`config.mk`:
```
export PLATFORM = sky130hd
export DESIGN_NAME = split_arbiter
export DESIGN_NICKNAME = d
export VERILOG_FILES = /design/src/rtl/split_arbiter.sv
export SDC_FILE = /design/constraint.sdc
export NUM_CORES = 1
export LEC_CHECK = 0
export CAP_MARGIN = 5
export CORE_ASPECT_RATIO = 1.4
export CORE_UTILIZATION = 28
export CTS_CLUSTER_DIAMETER = 150
export DETAILED_ROUTE_END_ITERATION = 16
export PLACE_DENSITY = 0.54
export SLEW_MARGIN = 10
export SYNTH_ARGS = -nofsm -noshare
export SYNTH_HDL_FRONTEND = slang
export SYNTH_SLANG_ARGS = --single-unit
```
`constraint.sdc`:
```
create_clock -name clk -period 1.7 [get_ports clk]
set_clock_uncertainty 0.15 [all_clocks]
set_input_delay 0.34 -clock clk [delete_from_list [all_inputs] [get_ports clk]]
set_output_delay 0.34 -clock clk [all_outputs]
set_load 0.02 [all_outputs]
```
`src/rtl/split_arbiter.sv`:
```
// split_arbiter: two-master / three-slave bus arbiter with split (park/resume) support.
// Optional watchdog forced release is built only when SPLIT_ARB_TIMEOUT_EN is defined.
module split_arbiter #(
  parameter int unsigned TIMEOUT_CYCLES = 50000
) (
  input  logic       clk,
  input  logic       rst,
  input  logic       m1_request,
  input  logic       m2_request,
  input  logic [1:0] m1_slave_sel,
  input  logic [1:0] m2_slave_sel,
  input  logic       trans_done,
  input  logic       s1_split_en,
  input  logic       s2_split_en,
  input  logic       s3_split_en,
  output logic       m1_grant,
  output logic       m2_grant,
  output logic       arbiter_busy,
  output logic       bus_busy,
  output logic       mux_master,
  output logic [1:0] mux_slave,
  output logic       m1_parked,
  output logic       m2_parked,
  output logic       timeout
);

  typedef enum logic [1:0] {IDLE = 2'd0, BUSY = 2'd1, RELEASE = 2'd2} state_e;
  localparam logic [1:0] SEL_INVALID = 2'b11;

  if (TIMEOUT_CYCLES < 2 || TIMEOUT_CYCLES > 65535) begin : g_bad_timeout
    $error("split_arbiter: TIMEOUT_CYCLES out of range 2..65535");
  end

  state_e     state_q, state_d;
  logic       ready_q, ready_d;
  logic       owner_q, owner_d;
  logic [1:0] slave_q, slave_d;
  logic       park1_q, park1_d, park2_q, park2_d;
  logic [1:0] pslave1_q, pslave1_d, pslave2_q, pslave2_d;
  logic       m1_grant_q, m1_grant_d, m2_grant_q, m2_grant_d;
  logic       abusy_q, abusy_d, bbusy_q, bbusy_d;
  logic       res1_s, res2_s, elig1_s, elig2_s, owner_req_s, own_split_s, timeout_s;

  function automatic logic split_of(input logic [1:0] sel, input logic sp1,
                                    input logic sp2, input logic sp3);
    case (sel)
      2'b00:   split_of = sp1;
      2'b01:   split_of = sp2;
      2'b10:   split_of = sp3;
      default: split_of = 1'b0;
    endcase
  endfunction

  assign res1_s = park1_q & ~split_of(pslave1_q, s1_split_en, s2_split_en, s3_split_en);
  assign res2_s = park2_q & ~split_of(pslave2_q, s1_split_en, s2_split_en, s3_split_en);
  // A new request is blocked if invalid, already parked, or aimed at the other master's parked slave.
  assign elig1_s = m1_request & ~park1_q & (m1_slave_sel != SEL_INVALID) &
                   ~(park2_q & (pslave2_q == m1_slave_sel));
  assign elig2_s = m2_request & ~park2_q & (m2_slave_sel != SEL_INVALID) &
                   ~(park1_q & (pslave1_q == m2_slave_sel));
  assign owner_req_s = owner_q ? m2_request : m1_request;
  assign own_split_s = split_of(slave_q, s1_split_en, s2_split_en, s3_split_en);

`ifdef SPLIT_ARB_TIMEOUT_EN
  localparam logic [15:0] TO_LAST = 16'(TIMEOUT_CYCLES - 1);
  logic [15:0] cnt_q, cnt_d;
  logic        owner_parked_s;

  assign owner_parked_s = owner_q ? park2_q : park1_q;

  always_comb begin
    if (state_q == BUSY) begin
      cnt_d = cnt_q + 16'd1;
    end else begin
      cnt_d = 16'd0;
    end
  end

  always_ff @(posedge clk or negedge rst) begin
    if (!rst) begin
      cnt_q <= 16'd0;
    end else begin
      cnt_q <= cnt_d;
    end
  end

  assign timeout_s = (state_q == BUSY) && (cnt_q == TO_LAST) && !trans_done &&
                     !own_split_s && owner_req_s && !owner_parked_s;
`else
  assign timeout_s = 1'b0;
`endif

  always_ff @(posedge clk or negedge rst) begin
    if (!rst) begin
      state_q    <= IDLE;
      ready_q    <= 1'b0;
      owner_q    <= 1'b0;
      slave_q    <= 2'b00;
      park1_q    <= 1'b0;
      park2_q    <= 1'b0;
      pslave1_q  <= 2'b00;
      pslave2_q  <= 2'b00;
      m1_grant_q <= 1'b0;
      m2_grant_q <= 1'b0;
      abusy_q    <= 1'b0;
      bbusy_q    <= 1'b0;
    end else begin
      state_q    <= state_d;
      ready_q    <= ready_d;
      owner_q    <= owner_d;
      slave_q    <= slave_d;
      park1_q    <= park1_d;
      park2_q    <= park2_d;
      pslave1_q  <= pslave1_d;
      pslave2_q  <= pslave2_d;
      m1_grant_q <= m1_grant_d;
      m2_grant_q <= m2_grant_d;
      abusy_q    <= abusy_d;
      bbusy_q    <= bbusy_d;
    end
  end

  // ready_q holds off arbitration for the first edge after reset release.
  always_comb begin
    state_d   = state_q;
    ready_d   = 1'b1;
    owner_d   = owner_q;
    slave_d   = slave_q;
    park1_d   = park1_q;
    park2_d   = park2_q;
    pslave1_d = pslave1_q;
    pslave2_d = pslave2_q;
    case (state_q)
      IDLE: begin
        if (!ready_q) begin
          state_d = IDLE;
        end else if (res1_s) begin
          state_d = BUSY; owner_d = 1'b0; slave_d = pslave1_q; park1_d = 1'b0;
        end else if (res2_s) begin
          state_d = BUSY; owner_d = 1'b1; slave_d = pslave2_q; park2_d = 1'b0;
        end else if (elig1_s) begin
          state_d = BUSY; owner_d = 1'b0; slave_d = m1_slave_sel;
        end else if (elig2_s) begin
          state_d = BUSY; owner_d = 1'b1; slave_d = m2_slave_sel;
        end else begin
          state_d = IDLE;
        end
      end
      BUSY: begin
        if (trans_done) begin
          state_d = RELEASE;
        end else if (own_split_s) begin
          state_d = RELEASE;
          if (owner_q) begin
            park2_d = 1'b1; pslave2_d = slave_q;
          end else begin
            park1_d = 1'b1; pslave1_d = slave_q;
          end
        end else if (!owner_req_s || timeout_s) begin
          state_d = RELEASE;
        end else begin
          state_d = BUSY;
        end
      end
      RELEASE: state_d = IDLE;
      default: state_d = IDLE;
    endcase
  end

  always_comb begin
    m1_grant_d = (state_d == BUSY) && !owner_d;
    m2_grant_d = (state_d == BUSY) && owner_d;
    abusy_d    = (state_d != IDLE);
    bbusy_d    = (state_d == BUSY);
  end

  assign m1_grant     = m1_grant_q;
  assign m2_grant     = m2_grant_q;
  assign arbiter_busy = abusy_q;
  assign bus_busy     = bbusy_q;
  assign mux_master   = owner_q;
  assign mux_slave    = slave_q;
  assign m1_parked    = park1_q;
  assign m2_parked    = park2_q;
  assign timeout      = timeout_s;

endmodule

```
==> After elaboration in Yosys (flattened, before gate mapping) <==
Index checks and enable logic that the tools add are counted.
W data, S select, Z words.
{ "op_classes": {"eq_ne": 20, "n_mux": 36, "n_bitwise": 18, "reduce_logical": 15} }
{ "ops": {"columns": ["operator", "count"], "rows": [
  ["$mux W1", 23],
  ["$ne A2 B2 Y1 const B", 10],
  ["$mux W2", 7],
  ["$and A1 B1 Y1", 10],
  ["$eq A2 B1 Y1 const B", 5],
  ["$pmux W1 S3", 3],
  ["$logic_not A2 Y1", 4],
  ["$not A1 Y1", 8],
  ["$reduce_and A4 Y1", 2],
  ["$reduce_and A7 Y1", 1],
  ["$eq A2 B2 Y1 const B", 3],
  ["$reduce_and A6 Y1", 1],
  ["$eq A2 B2 Y1", 2],
  ["$pmux W1 S2", 2],
  ["$pmux W2 S2", 1],
  ["$reduce_bool A2 Y1", 2],
  ["$reduce_bool A4 Y1", 1],
  ["$reduce_and A3 Y1", 1],
  ["$logic_and A1 B1 Y1", 2],
  ["$logic_not A1 Y1", 1]
]} }
{ "word_totals": {"ff_bits": 16, "output_inout_bits": 10} }

==> Depth between registers and ports, before layout <==
Gate-level depths: netlist (run 1).
{ "depth": {"ltp_word": 12, "depth_mapped": 6, "ltp_nobuf": 5} }

==> Worst setup path after synthesis (run 1) <==
Ideal clock, no wire load.
{ "synth_timing": {"path_type": "register to register", "from": "register park2_q (netlist: m2_parked)", "to": "register m2_grant_q (netlist: m2_grant)", "setup_ns": 0.138, "t_arrival_ns": 1.554, "required_ns": 1.412, "setup_slack_ns": -0.143, "stages_incl_launch_ff": 6, "cell_sequence": "dfrtp_1 > and3b_1 > o21a_1 > o41ai_1 > a211oi_2 > a21boi_1"} }
{ "synth_via": {"elab_cells_between_ends": 22, "cone_classes": "eq/ne: 1; mux: 12; bitwise: 8; reduce/logical: 1"} }
{ "synth_rtl": {"columns": ["item", "line", "source"], "rows": [
  ["start: declaration", "38", "logic park1_q, park1_d, park2_q, park2_d;"],
  ["start signal: assignment", "113", "park2_q <= park2_d;"],
  ["$not A1 Y1", "59", "assign elig2_s = m2_request & ~park2_q & (m2_slave_sel != SEL_INVALID) &"],
  ["$and A1 B1 Y1 (3 in a row)", "59", null],
  ["$mux W1", "143", "end else if (elig2_s) begin"],
  ["$mux W1", "141", "end else if (elig1_s) begin"],
  ["$mux W1 *", "139", "end else if (res2_s) begin"],
  ["$mux W1 *", "137", "end else if (res1_s) begin"],
  ["$mux W1 *", "135", "if (!ready_q) begin"],
  ["$mux W1 *", "133", "case (state_q)"],
  ["net owner_d", "36", "logic owner_q, owner_d;"],
  ["$logic_and A1 B1 Y1 *", "172", "m2_grant_d = (state_d == BUSY) && owner_d;"],
  ["net m2_grant_d", "40", "logic m1_grant_q, m1_grant_d, m2_grant_q, m2_grant_d;"],
  ["end signal: assignment", "117", "m2_grant_q <= m2_grant_d;"],
  ["end: declaration", "40", null]
]} }
The timed path passes the listed nets; every way through them passes the cells marked *.
A chain may end at the register's enable or synchronous reset.

==> Final worst setup path (run 1) <==
{ "layout_timing": {"from": "register pslave2_q[1]", "to": "register slave_q[0] (netlist: mux_slave[0])"} }
{ "layout_via": {"elab_chain_cells": 7, "elab_cells_between_ends": 15, "cone_classes": "eq/ne: 3; mux: 4; bitwise: 5; reduce/logical: 3"} }
{ "layout_rtl": {"columns": ["item", "line", "source"], "rows": [
  ["start: declaration", "39", "logic [1:0] pslave1_q, pslave1_d, pslave2_q, pslave2_d;"],
  ["start signal: assignment", "115", "pslave2_q <= pslave2_d;"],
  ["parallel branches: the longest is 7 deep, another holds $reduce_bool A4 Y1", null, null],
  ["end signal: assignment", "111", "slave_q <= slave_d;"],
  ["end: declaration", "37", "logic [1:0] slave_q, slave_d;"]
]} }
Parallel ways; which one is timed is not known.

==> impl_metrics.env, run 1 <==
export IMPL_place_area_um2=1470
export IMPL_max_stage_delay_ns=0.43
export IMPL_switchingPower_uw=991
export IMPL_yosysSeqAreaShare=0.395
export IMPL_path_delay_family="compound AO/OA/AOI/OAI gates"
export IMPL_synthSimpleGateAreaFrac=0.217
export IMPL_final_antenna_net_count=0
export IMPL_outcome="finished, violations left"
export IMPL_mostFrequentLayoutCell="buf_4"
export IMPL_vias=957
export IMPL_antenna_found_initial=0
export IMPL_dr_pass1_iters=4
export IMPL_synthTopCellsByArea="dfrtp_1 39%, mux2i_1 5.9%, mux2_1 5.5%, nand2_1 4.4%, nor2b_1 3.1%"
export IMPL_insertion_delay_ns=0.25
export IMPL_die_y_um=73.2
export IMPL_core_area_um2=3410
export IMPL_diodes=0
export IMPL_vias_per_cell=4.93
export IMPL_grt_overflow=0
export IMPL_setup_tns_final_ns=-0.976
export IMPL_end_kind="flop"
export IMPL_layout_common_cells="31 x buf_4, 13 x dfrtp_1, 12 x nand2_1"
export IMPL_numPortBuffers=20
export IMPL_synth_compound_area_share=0.229
export IMPL_ff_latch_area_um2=404
export IMPL_yosys_area_share_adder=0
export IMPL_drive_gt1_frac=0.370
export IMPL_powerDensity_nw_per_um2=1550
export IMPL_layout_setup_ws_ns=-0.166
export IMPL_drt_wl_total_mm=2.80
export IMPL_nFillCells=334
export IMPL_worstPathRequired_ns=1.72
export IMPL_grt_first_pass_wirelength_mm=4.50
export IMPL_power_frac_seq=0.287
export IMPL_path_buf_inv=2
export IMPL_p_leak_nw=0.795
export IMPL_rsz0062_at_grt="true"
export IMPL_synth_top_area_frac=0.395
export IMPL_synth_cell_type_count=42
export IMPL_dieWidth_um=52.9
export IMPL_synth_xor_area_frac=0
export IMPL_r2r_end="mux_slave[0]$_DFFE_PN0P_"
export IMPL_synth_area_per_cell_um2=10.2
export IMPL_drc=0
export IMPL_post_route_min_period_ns=1.87
export IMPL_hold_viol_final=0
export IMPL_ys_warn_count=0
export IMPL_cts_buffers=3
export IMPL_track_usage=0.162
export IMPL_pre_cts_slack_ns=-0.557
export IMPL_start_kind="flop"
export IMPL_synth_seq_cells=16
export IMPL_slowest_stage="dfrtp_1"
export IMPL_reg2regPathDepth=7
export IMPL_gp_congestion=0.892
export IMPL_vdd_ir_drop_max_v=0.000854
export IMPL_clkSinkCount=16
export IMPL_die_area_um2=3870
export IMPL_maxCapViolCount=0
export IMPL_fin_crit_sh=1.10
export IMPL_multi_input_area_um2=624
export IMPL_synth_area_um2=1010
export IMPL_grt_max_degree=17
export IMPL_criticalPathCategory="flop to flop"
export IMPL_slew_viol_final=0
export IMPL_design_area_um2=1600
export IMPL_synthMuxAreaShare=0.115
export IMPL_rrSetupSlack_ns=-0.17
export IMPL_grt_pass1_vias=1006
export IMPL_synth_top_area_cell="dfrtp_1"
export IMPL_fin_nets=167
export IMPL_crit_top_cell="buf_6"
export IMPL_hold_path_class="input pin to async pin"
export IMPL_cp_arrival_ns=1.88
export IMPL_finalSetupViolCount=8
export IMPL_internal_power_mw=1.50
export IMPL_synth_top_family_by_area="compound AO/OA/AOI/OAI gates"
export IMPL_clk_path_buf_depth=2
export IMPL_crit_fanout=6
export IMPL_utilization=0.469
export IMPL_drtIter0Drc=19
export IMPL_dpl_hpwl_mm=2.17
export IMPL_cts_root_buf="clkbuf_8"
export IMPL_path_cells="and3b_1 > o21a_2 > buf_6 > nor3_4 > o31ai_4 > buf_6 > a32oi_2"
export IMPL_swShare=0.398
export IMPL_p_clk_frac=0.135
export IMPL_clk_pin_slew_worst_paths_ns=0.07
export IMPL_post_drt_wl_per_cell_um=14.4
export IMPL_rows=25
export IMPL_start_util=0.298
export IMPL_io_pins=22
export IMPL_power_frac_comb=0.577
export IMPL_synthesis_nets=111
export IMPL_netlist_instances=99
export IMPL_failed_checks="setup timing"
export IMPL_clock_fmax_mhz=536
export IMPL_reg2reg_from="pslave2_q[1]$_DFFE_PN0P_"
export IMPL_tritoncts="done"
export IMPL_crit_path_start="pslave2_q[1]$_DFFE_PN0P_"
export IMPL_cts_htree_levels=1
export IMPL_area_delta_synth_final_pct=57.7
[logic make-up after synthesis]
group	count (synthesis)
buf+inv	7
compound gates	25
flops	16
simple gates	38
mux	11
other cells	2
[flip-flops by register name, indices dropped and copies added (netlist names), 2 cells and up]
signal,flops
state_q,2
mux_slave,2
pslave1_q,2
pslave2_q,2
[stage by stage]
| step | hold slack, ns | cells | power (mW) |
|---|---|---|---|
| 2_1_floorplan | -0.106 | 99 | 1.39 |
| 3_3_place_gp | 0.429 | 185 | 2.05 |
| 3_5_place_dp | 0.446 | 185 | 2.06 |
| 4_1_cts | 0.254 | 194 | 2.49 |
| 5_1_grt | 0.301 | 194 | 2.65 |
| 6_report | 0.247 | 194 | 2.49 |
[synth_stat cells, drive strengths merged]
cell type,count
dfrtp,16
a211o,1
or3,2
o22a,1
o31ai,2
a31oi,2
a21boi,2
nand3b,2
nor3,3
nand2b,2
mux2,5
nand4,1
a21oi,2
nor4b,1
a32oi,1
o31a,1
nor2b,5
and3b,2
a211oi,1
and2,2
conb,2
a311oi,1
o211ai,2
clkinv,1
nand2,12
a21o,3
o211a,2
mux2i,6
o21a,1
nor2,4
nor4,1
o41ai,1
buf,2
and3,1
inv,4
o21ai,2
[layer usage]
metal,vias up,wire length (um),GRT usage
met5,-,0,0
met4,0,40,0.0819
met3,4,105,0.0250
met2,23,1550,0.291
met1,460,1100,0.176
li1,470,-,-
[area by class of cell]
| class | count | area share |
|---|---|---|
| well taps | 40 | 0.0313 |
| flip-flops and latches | 16 | 0.253 |
| clock buffers | 4 | 0.0344 |
| multi-input cells | 76 | 0.390 |
| inverters | 5 | 0.0125 |
| repair buffers | 53 | 0.279 |
[power by group through the flow]
stage               clock (mW)  sequential, mW  combinational (mW)
floorplan                    0           0.807               0.588
global placement             0           0.710                1.34
detailed placement           0           0.709                1.35
CTS                      0.350           0.711                1.42
global route             0.353           0.741                1.55
finish                   0.337           0.714                1.44
[how the worst max path moves through the flow]
| stage | to | slack [ns] | cells after the start |
|---|---|---|---|
| finish | mux_slave[0]$_DFFE_PN0P_ | -0.17 | 7 |
| global route | mux_slave[1]$_DFFE_PN0P_ | -0.28 | 7 |
| CTS | m2_grant$_DFF_PN0_ | -0.16 | 5 |
| detailed placement | mux_slave[1]$_DFFE_PN0P_ | -0.56 | 6 |
| global placement | mux_slave[1]$_DFFE_PN0P_ | -0.53 | 6 |
| floorplan | mux_slave[1]$_DFFE_PN0P_ | -0.05 | 6 |
[what timing repair did]
action,in CTS,in global routing
resized for setup,21,6
cloned,0,0
setup buffers,5,0
setup endpoints to repair,18,13
pin swaps,7,3
hold buffers,0,0
No activity file was read; power rests on OpenSTA's default activity.
==> inputs of run 2 (changes only) <==
Settings changed: SLEW_MARGIN 10 to default.
==> results of run 2 <==
Same layout as run 1: the final DEF is identical, and so are final timing and power.
==> inputs of run 3 (changes only) <==
Settings changed: CTS_BUF_LIST from default to sky130_fd_sc_hd__clkbuf_4, TNS_END_PERCENT from default to 30.
==> run 3 against run 2 <==
  * Combinational power barely moved
  * Critical path depth did not move
  * Highest routed layer unchanged
  * The flow still finishes with violations (setup timing)
  * Global-route usage fell by 0.13 points
  * Critical path type unchanged
  * Register-to-register slack got worse by 0.02 ns
==> impl_metrics.env, run 3 (synthesized netlist as in run 1, its figures left out) <==
export IMPL_outcome="finished, violations left"
export IMPL_failed_checks="setup timing"
export IMPL_antenna_found_initial=0
export IMPL_vdd_ir_drop_max_v=0.000808
export IMPL_criticalPathCategory="flop to flop"
export IMPL_mostFrequentLayoutCell="buf_4"
export IMPL_swShare=0.417
export IMPL_start_kind="flop"
export IMPL_wl_met2_mm=1.50
export IMPL_layout_setup_ws_ns=-0.183
export IMPL_worstPathRequired_ns=1.76
export IMPL_hold_path_class="input pin to async pin"
export IMPL_internal_power_mw=1.37
export IMPL_reg2regPathDepth=7
export IMPL_area_delta_synth_final_pct=54.9
export IMPL_finalSetupViolCount=8
export IMPL_start_util=0.298
export IMPL_cp_arrival_ns=1.94
export IMPL_diodes=0
export IMPL_r2r_end="mux_slave[0]$_DFFE_PN0P_"
export IMPL_clk_path_buf_depth=2
export IMPL_die_y_um=73.2
export IMPL_dpl_hpwl_mm=2.17
export IMPL_utilization=0.461
export IMPL_cts_buffers=3
export IMPL_fin_crit_sh=1.11
export IMPL_layout_common_cells="30 x buf_4, 12 x nand2_1, 12 x dfrtp_1, 12 x dlygate4sd2_1"
export IMPL_grt_pass1_vias=974
export IMPL_track_usage=0.160
export IMPL_cts_htree_levels=1
export IMPL_powerDensity_nw_per_um2=1500
export IMPL_top_layer_used="met4"
export IMPL_p_clk_frac=0.088
export IMPL_grt_overflow=0
export IMPL_drtIter0Drc=10
export IMPL_drt_wl_total_mm=2.77
export IMPL_clkSinkCount=16
export IMPL_final_antenna_net_count=0
export IMPL_gp_congestion=0.892
export IMPL_reg2reg_from="pslave2_q[1]$_DFFE_PN0P_"
export IMPL_hold_viol_final=0
export IMPL_die_area_um2=3870
export IMPL_p_leak_nw=0.766
export IMPL_dr_pass1_iters=4
export IMPL_vias=955
export IMPL_insertion_delay_ns=0.29
export IMPL_numPortBuffers=20
export IMPL_rows=25
export IMPL_grt_max_degree=17
export IMPL_drt_met1_wl_mm=1.13
export IMPL_place_area_um2=1470
export IMPL_crit_fanout=6
export IMPL_cts_hold_buf=0
export IMPL_slew_viol_final=0
export IMPL_dieWidth_um=52.9
export IMPL_vias_per_cell=4.95
export IMPL_cts_root_buf="clkbuf_4"
export IMPL_io_pins=22
export IMPL_clock_fmax_mhz=531
export IMPL_post_drt_wl_per_cell_um=14.3
export IMPL_tritoncts="done"
export IMPL_clk_pin_slew_worst_paths_ns=0.11
export IMPL_design_area_um2=1570
export IMPL_wl_met3_um=83
export IMPL_rrSetupSlack_ns=-0.18
export IMPL_power_frac_comb=0.611
export IMPL_fin_nets=166
export IMPL_post_route_min_period_ns=1.88
export IMPL_setup_tns_final_ns=-0.881
export IMPL_drive_gt1_frac=0.386
export IMPL_dp_cells=185
export IMPL_crit_path_start="pslave2_q[1]$_DFFE_PN0P_"
export IMPL_switchingPower_uw=980
export IMPL_maxCapViolCount=0
export IMPL_core_area_um2=3410
export IMPL_stdcell_count=193
export IMPL_grt_first_pass_wirelength_mm=4.47
export IMPL_rsz0062_at_grt="true"
export IMPL_end_kind="flop"
export IMPL_drc=0
export IMPL_power_frac_seq=0.301
export IMPL_nFillCells=340
## run 3: cell types whose count changed in the layout (fill, tap and decap cells not counted), sizes merged
| cell | before | now |
|---|---|---|
| clkdlybuf4s15 | 0 | 2 |
| clkdlybuf4s50 | 7 | 5 |
| buf | 33 | 32 |
| clkbuf | 4 | 3 |
| clkinv | 1 | 2 |
| dlygate4sd2 | 11 | 12 |
| dlymetal6s2s | 2 | 1 |
## run 3: power groups by stage
stage | clock network (mW) | registers (mW) | logic (mW)
global route | 0.223 | 0.737 | 1.55
global placement | 0 | 0.710 | 1.34
CTS | 0.217 | 0.707 | 1.39
detailed placement | 0 | 0.709 | 1.35
floorplan | 0 | 0.807 | 0.588
finish | 0.206 | 0.709 | 1.44
## run 3: final cells by class
cell class	count	area, um^2	area share
Clock inverter	1	3.75	0.00239
Clock buffer	3	22.5	0.0143
Tap cell	40	50.0	0.0318
Multi-Input combinational cell	76	634	0.404
Inverter	5	20.0	0.0127
Sequential cell	16	405	0.258
Timing Repair Buffer	52	435	0.277
## run 3: metal layers
layer / GRT usage / up-vias
li1: - / 468
met1: 0.180 / 463
met2: 0.284 / 20
met3: 0.0229 / 4
met4: 0.0819 / 0
met5: 0 / -
## run 3: worst max-delay path by stage
stage                                           to
after CTS                       m2_grant$_DFF_PN0_
after global placement    mux_slave[1]$_DFFE_PN0P_
final                     mux_slave[0]$_DFFE_PN0P_
after detailed placement  mux_slave[1]$_DFFE_PN0P_
after global routing      mux_slave[0]$_DFFE_PN0P_
after floorplan           mux_slave[1]$_DFFE_PN0P_
## run 3: worst max-delay path, cell delays in order (launching register included)
cell	delay (ns)
dfrtp_1	0.44
and3b_2	0.24
o21a_4	0.23
buf_6	0.12
nor3_4	0.23
o31ai_4	0.08
buf_6	0.14
a32oi_2	0.16
## run 3: what timing repair did
action,in CTS,in global routing
resized for setup,25,10
endpoints found under the setup margin,22,13
pin swaps,7,6
buffers inserted,3,1
## run 3: metrics by stage
step / power [mW] / worst slack (ns) / hold slack (ns)
after floorplan: 1.39 / -0.0502 / -0.106
after global placement: 2.05 / -0.527 / 0.429
after detailed placement: 2.06 / -0.557 / 0.446
after CTS: 2.31 / -0.185 / 0.203
after global routing: 2.51 / -0.274 / 0.248
final: 2.35 / -0.183 / 0.201
